===== src/rtl/vga_pkg.sv =====
// Shared 640x480@60Hz timing constants and stage-1 pipeline record for the
// VGA raster scan generator.
package vga_pkg;

   localparam int DIV_DEF    = 4;
   localparam int H_SYNC_DEF = 96;
   localparam int H_BP_DEF   = 48;
   localparam int H_ACT_DEF  = 640;
   localparam int H_FP_DEF   = 16;
   localparam int V_SYNC_DEF = 2;
   localparam int V_BP_DEF   = 33;
   localparam int V_ACT_DEF  = 480;
   localparam int V_FP_DEF   = 10;

   localparam int H_TOT = H_SYNC_DEF + H_BP_DEF + H_ACT_DEF + H_FP_DEF;
   localparam int V_TOT = V_SYNC_DEF + V_BP_DEF + V_ACT_DEF + V_FP_DEF;

   // Visible window is [LO, HI) in counter space; sync occupies the start of each period.
   localparam int H_VIS_LO = H_SYNC_DEF + H_BP_DEF;
   localparam int H_VIS_HI = H_VIS_LO + H_ACT_DEF;
   localparam int V_VIS_LO = V_SYNC_DEF + V_BP_DEF;
   localparam int V_VIS_HI = V_VIS_LO + V_ACT_DEF;

   typedef struct packed {
      logic [8:0] row;
      logic [9:0] col;
      logic       rdn;
      logic       hs_raw;
      logic       vs_raw;
   } s1_t;

   localparam s1_t S1_RST = '{row: 9'd0, col: 10'd0, rdn: 1'b1, hs_raw: 1'b1, vs_raw: 1'b1};

   function automatic logic in_win(input logic [9:0] c, input logic [9:0] lo,
                                   input logic [9:0] hi);
      return (c >= lo) && (c < hi);
   endfunction

endpackage


===== src/rtl/vga_scan_pix_tick_gen.sv =====
// Pixel-rate enable: asserts tick for one clk out of every DIV clks.
module pix_tick_gen #(
   parameter int DIV = 4
) (
   input  logic clk,
   input  logic rst,
   output logic tick
);

   localparam int W = (DIV > 1) ? $clog2(DIV) : 1;

   logic [W-1:0] dcnt_q, dcnt_d;

   assign tick = (dcnt_q == W'(DIV - 1));

   always_comb begin
      dcnt_d = tick ? '0 : dcnt_q + W'(1);
   end

   always_ff @(posedge clk or negedge rst) begin
      if (!rst) dcnt_q <= '0;
      else      dcnt_q <= dcnt_d;
   end

endmodule


===== src/rtl/vga_scan.sv =====
// VGA raster scan: h/v counters, visible-region address to the renderers,
// one-pixel delayed RGB/sync to the pins, and a per-frame strobe.
module vga_scan
   import vga_pkg::*;
#(
   parameter int DIV    = DIV_DEF,
   parameter int H_SYNC = H_SYNC_DEF,
   parameter int H_BP   = H_BP_DEF,
   parameter int H_ACT  = H_ACT_DEF,
   parameter int H_FP   = H_FP_DEF,
   parameter int V_SYNC = V_SYNC_DEF,
   parameter int V_BP   = V_BP_DEF,
   parameter int V_ACT  = V_ACT_DEF,
   parameter int V_FP   = V_FP_DEF
) (
   input  logic        clk,
   input  logic        rst,
   input  logic [11:0] d_in,
   output logic [8:0]  row,
   output logic [9:0]  col,
   output logic        rdn,
   output logic [3:0]  r,
   output logic [3:0]  g,
   output logic [3:0]  b,
   output logic        hs,
   output logic        vs,
   output logic        frame_start
);

   localparam logic [9:0] H_LAST = 10'(H_SYNC + H_BP + H_ACT + H_FP - 1);
   localparam logic [9:0] V_LAST = 10'(V_SYNC + V_BP + V_ACT + V_FP - 1);
   localparam logic [9:0] H_LO   = 10'(H_SYNC + H_BP);
   localparam logic [9:0] H_HI   = 10'(H_SYNC + H_BP + H_ACT);
   localparam logic [9:0] V_LO   = 10'(V_SYNC + V_BP);
   localparam logic [9:0] V_HI   = 10'(V_SYNC + V_BP + V_ACT);
   localparam logic [9:0] H_SW   = 10'(H_SYNC);
   localparam logic [9:0] V_SW   = 10'(V_SYNC);

   logic        tick;
   logic [9:0]  h_q, h_d, v_q, v_d, h_nx, v_nx;
   logic        h_wrap, v_wrap, h_vis, v_vis;
   s1_t         s1_q, s1_d;
   logic [11:0] rgb_q, rgb_d;
   logic        hs_q, hs_d, vs_q, vs_d, fs_q, fs_d;

   pix_tick_gen #(.DIV(DIV)) u_tick (
      .clk  (clk),
      .rst  (rst),
      .tick (tick)
   );

   always_comb begin
      h_wrap = (h_q == H_LAST);
      v_wrap = (v_q == V_LAST);
      h_nx   = h_wrap ? '0 : h_q + 10'd1;
      v_nx   = v_q;
      if (h_wrap) v_nx = v_wrap ? '0 : v_q + 10'd1;

      // Region decode works on the post-increment counters so stage 1
      // describes the pixel the counters now hold.
      h_vis = in_win(h_nx, H_LO, H_HI);
      v_vis = in_win(v_nx, V_LO, V_HI);

      h_d   = h_q;
      v_d   = v_q;
      s1_d  = s1_q;
      rgb_d = rgb_q;
      hs_d  = hs_q;
      vs_d  = vs_q;
      fs_d  = tick && h_wrap && v_wrap;

      if (tick) begin
         h_d         = h_nx;
         v_d         = v_nx;
         s1_d.col    = h_vis ? h_nx - H_LO : '0;
         s1_d.row    = v_vis ? 9'(v_nx - V_LO) : '0;
         s1_d.rdn    = !(h_vis && v_vis);
         s1_d.hs_raw = (h_nx >= H_SW);
         s1_d.vs_raw = (v_nx >= V_SW);
         // Stage 2: renderers had a full pixel to answer for s1 row/col.
         rgb_d       = s1_q.rdn ? 12'h000 : d_in;
         hs_d        = s1_q.hs_raw;
         vs_d        = s1_q.vs_raw;
      end
   end

   always_ff @(posedge clk or negedge rst) begin
      if (!rst) begin
         h_q   <= '0;
         v_q   <= '0;
         s1_q  <= S1_RST;
         rgb_q <= 12'h000;
         hs_q  <= 1'b1;
         vs_q  <= 1'b1;
         fs_q  <= 1'b0;
      end else begin
         h_q   <= h_d;
         v_q   <= v_d;
         s1_q  <= s1_d;
         rgb_q <= rgb_d;
         hs_q  <= hs_d;
         vs_q  <= vs_d;
         fs_q  <= fs_d;
      end
   end

   assign row         = s1_q.row;
   assign col         = s1_q.col;
   assign rdn         = s1_q.rdn;
   assign r           = rgb_q[11:8];
   assign g           = rgb_q[7:4];
   assign b           = rgb_q[3:0];
   assign hs          = hs_q;
   assign vs          = vs_q;
   assign frame_start = fs_q;

endmodule


===== config.mk =====
export PLATFORM = sky130hd
export DESIGN_NAME = vga_scan
export DESIGN_NICKNAME = d
export VERILOG_FILES = /design/src/rtl/vga_pkg.sv /design/src/rtl/vga_scan_pix_tick_gen.sv /design/src/rtl/vga_scan.sv
export SDC_FILE = /design/constraint.sdc
export NUM_CORES = 1
export LEC_CHECK = 0
export CAP_MARGIN = 20
export CORE_MARGIN = 3
export CORE_UTILIZATION = 54
export DETAILED_ROUTE_END_ITERATION = 7
export HOLD_SLACK_MARGIN = 0.08
export PLACE_DENSITY = 0.79
export SYNTH_ARGS = -nofsm -noshare
export SYNTH_HDL_FRONTEND = slang
export SYNTH_SLANG_ARGS = --single-unit

===== constraint.sdc =====
create_clock -name clk -period 3.7 [get_ports clk]
set_clock_uncertainty 0.2 [all_clocks]
set_input_delay 0.555 -clock clk [delete_from_list [all_inputs] [get_ports clk]]
set_output_delay 0.555 -clock clk [all_outputs]
set_load 0.1 [all_outputs]

==> flow_summary.toml <==
[outcome]
status = "complete, no violations"

[yosys]
ys_ff_latch = 59
syn_area_um2 = 3333
ys_types = 58
syn-num-nets = 358
avgSynthCellArea_um2 = 9.950
muxShareOfSynthArea_pct = 1.952
synthSimpleGateAreaFrac_pct = 16.22
ys_warn_count = 0
ys_seq_area_share_pct = 44.48
synthFlopType = "dfrtp_1"
synth_xor_area_share_pct = 7.357
synth_edf_count = 0
ys_async_sr_fraction_pct = 100.0
synth_top_family_by_area = "compound AO/OA/AOI/OAI gates"
netlist_instances = 335
synthAdderAreaFrac_pct = 3.378
synth-compound-area-share_pct = 18.21

[finish]
nets = 388
syn2layout_area_growth_pct = 16.74
finish.utilization_pct = 67.76
diodes = 0
mostFrequentLayoutCells = "dfrtp_1, clkdlybuf4s50_1, nand2_1, nor2_1, xnor2_1"
drive_above_1_share_pct = 12.74
final_common_cell = "dfrtp_1"

[floorplan]
die_w_um = 84.57
die-area_um2 = 7151
io_pins = 49
core_area_um2 = 5743
die_y_um = 84.57
rows = 27
start_util_pct = 58.04

[critical_path]
path_common_cell = "ha_1"
path_class = "flip-flop to flip-flop"
startpoint_type = "flip-flop"
slowest_delay_ns = 0.45
critPathRequiredTime_ns = 3.70
cp-endpoint = "row[4]"
critPathMaxFanout = 7
worst_path_max_delay_cell = "dfrtp_1"
crit_family = "compound AO/OA/AOI/OAI gates"
worst-path-buf-inv = 1
r2r_slack_ns = 0.29
arrival_ns = 3.41
worstPathCellList = "ha_1 -> nand4_1 -> or3_1 -> a21oi_1 -> inv_1 -> ha_1 -> o31ai_2 -> a21oi_2 -> a41oi_2 -> o2bb2ai_1"
reg2reg_depth = 10
cp_num_cells = 10
worstReg2RegEnd = "row[4]"
startpoint = "h_q[0]"
end_kind = "flip-flop"
timing.rr.start = "h_q[0]"

[cts]
clkSinkCount = 59
cts_setup_buffers = 0
cts_max_level = 3
cts.path.max_buffers = 2
clk_pin_slew_ns = 0.06
insertion_delay_ns = 0.33
cts_resized = 0
cts_tree = "yes"
numCtsBuffers = 9
ctsHoldBuffers = 0
root_buffer = "clkbuf_8"

[drt]
drt-vias-per-instance = 5.839
drc_errors = 0
wl_per_cell_um = 16.59
dr.pass1.iters = 4
drtIter0Drc = 177
routed_wl_mm = 7.315
vias = 2575
drtAntennaViolNets = 0

[timing]
maxSlewViolCount = 0
max-slew-margin-rel_pct = 34.15
holdWs_ns = 0.1160
tns_ns = 0
grt_setup_unrepaired = "no"
finalHoldViolations = 0
worst_pin_slew_ns = 0.9847
setup_violations = 0
fmax_mhz = 293.4
period_share_pct = 92.11
min_period_ns = 3.408

[global_routing]
grt_pass1_vias = 2560
grt_max_degree = 43
antenna_found_initial = 0
grt.overflow.total = 0
grt_first_pass_wirelength_mm = 12.81
grt_use_total_pct = 22.45

[power]
power_frac_clock_pct = 42.2
p_comb_share_pct = 2.2
switchingPower_uw = 250.8
switching_share_pct = 21.57
power_density_nw_per_um2 = 298.8
internal-power_uw = 911.8
sequentialPowerShare_pct = 55.5
static-leakage-power_nw = 1.645
vdd_ir_drop_max_mv = 0.2648

[placement]
gp_congestion = 0.9529
dpl.hpwl_mm = 5.295
port_buffers = 48

[worst_hold_path]
hold_path.class = "primary input to asynchronous set/reset pin"

[flow_run]
maxCapViolCount = 0
layer usage:
metal | vias to the layer above | part of all wire, % | GRT usage [%] | wire length, um
met5 | - | 0 | 0 | 0
met4 | 0 | 2.3 | 10.50 | 167
met3 | 19 | 6.1 | 4.612 | 447
met2 | 108 | 45 | 34.38 | 3320
met1 | 1220 | 46 | 30.59 | 3379
li1 | 1228 | - | - | -
worst register-to-register path: cells and delay by family, from the launching register on:
kind                     cells  cell delay [ns]
adder cells (fa/ha/maj)      2             0.57
flip-flops                   1             0.45
buffers and inverters        1             0.08
AO/OA/AOI/OAI                5             1.31
AND/OR/NAND/NOR              2             0.67
flip-flops by register name, indices dropped and copies added, names as in the netlist:
| signal | count |
|---|---|
| rgb_q | 12 |
| col | 10 |
| h_q | 10 |
| v_q | 10 |
| row | 9 |
| s1_q | 2 |
| u_tick.dcnt_q | 2 |
| frame_start | 1 |
| hs | 1 |
| rdn | 1 |
| vs | 1 |
power groups by stage:
stage | clock network, mW | registers (mW) | logic, mW
5_1_grt | 0.537 | 0.645 | 0.0296
3_5_place_dp | 0 | 0.657 | 0.0268
4_1_cts | 0.504 | 0.645 | 0.0272
6_report | 0.491 | 0.646 | 0.0260
3_3_place_gp | 0 | 0.657 | 0.0268
metrics by stage:
stage	power, mW	cells	setup slack (ns)	instance area (um2)
CTS	1.176	441	0.2898	3891
detailed placement	0.6839	426	0.3051	3731
global placement	0.6838	426	0.4456	3731
floorplan	0.6573	335	0.4102	3333
finish	1.163	441	0.2918	3891
global route	1.211	441	0.001852	3891
worst min-delay path by stage:
stage                     depth (start not counted)                to  slack, ns
after floorplan                                   0            col[0]       0.06
after global placement                            1  u_tick.dcnt_q[0]       0.21
after detailed placement                          1  u_tick.dcnt_q[0]       0.22
after CTS                                         1          rgb_q[3]       0.14
after global routing                              1          rgb_q[3]       0.19
final                                             1          rgb_q[3]       0.12
cell type report:
class                   instances  area [um2]
fillers                       445        1852
multi-input cells             226        1570
flip-flops and latches         59        1483
repair buffers                 57       543.0
clock buffers                  12       145.1
well taps                      72       90.09
inverters                      12       45.04
clock inverters                 3       15.01
cells by family after synthesis:
logic type,after synthesis
simple gates,109
fa+ha+maj,9
compound gates,74
buf+inv,50
xor+xnor,28
flops,59
mux,6
Yosys cell counts (10+ instances only):
cell | number | share of area [%]
a22o_1 | 12 | 3.2
buf_4 | 19 | 4.3
clkbuf_1 | 11 | 1.2
dfrtp_1 | 54 | 41
inv_1 | 11 | 1.2
nand2_1 | 41 | 4.6
nand3_1 | 11 | 1.7
nor2_1 | 23 | 2.6
nor3_1 | 10 | 1.5
o2bb2ai_1 | 13 | 3.4
xnor2_1 | 17 | 4.5
xor2_1 | 11 | 2.9
Power figures use the tool's default switching activity.
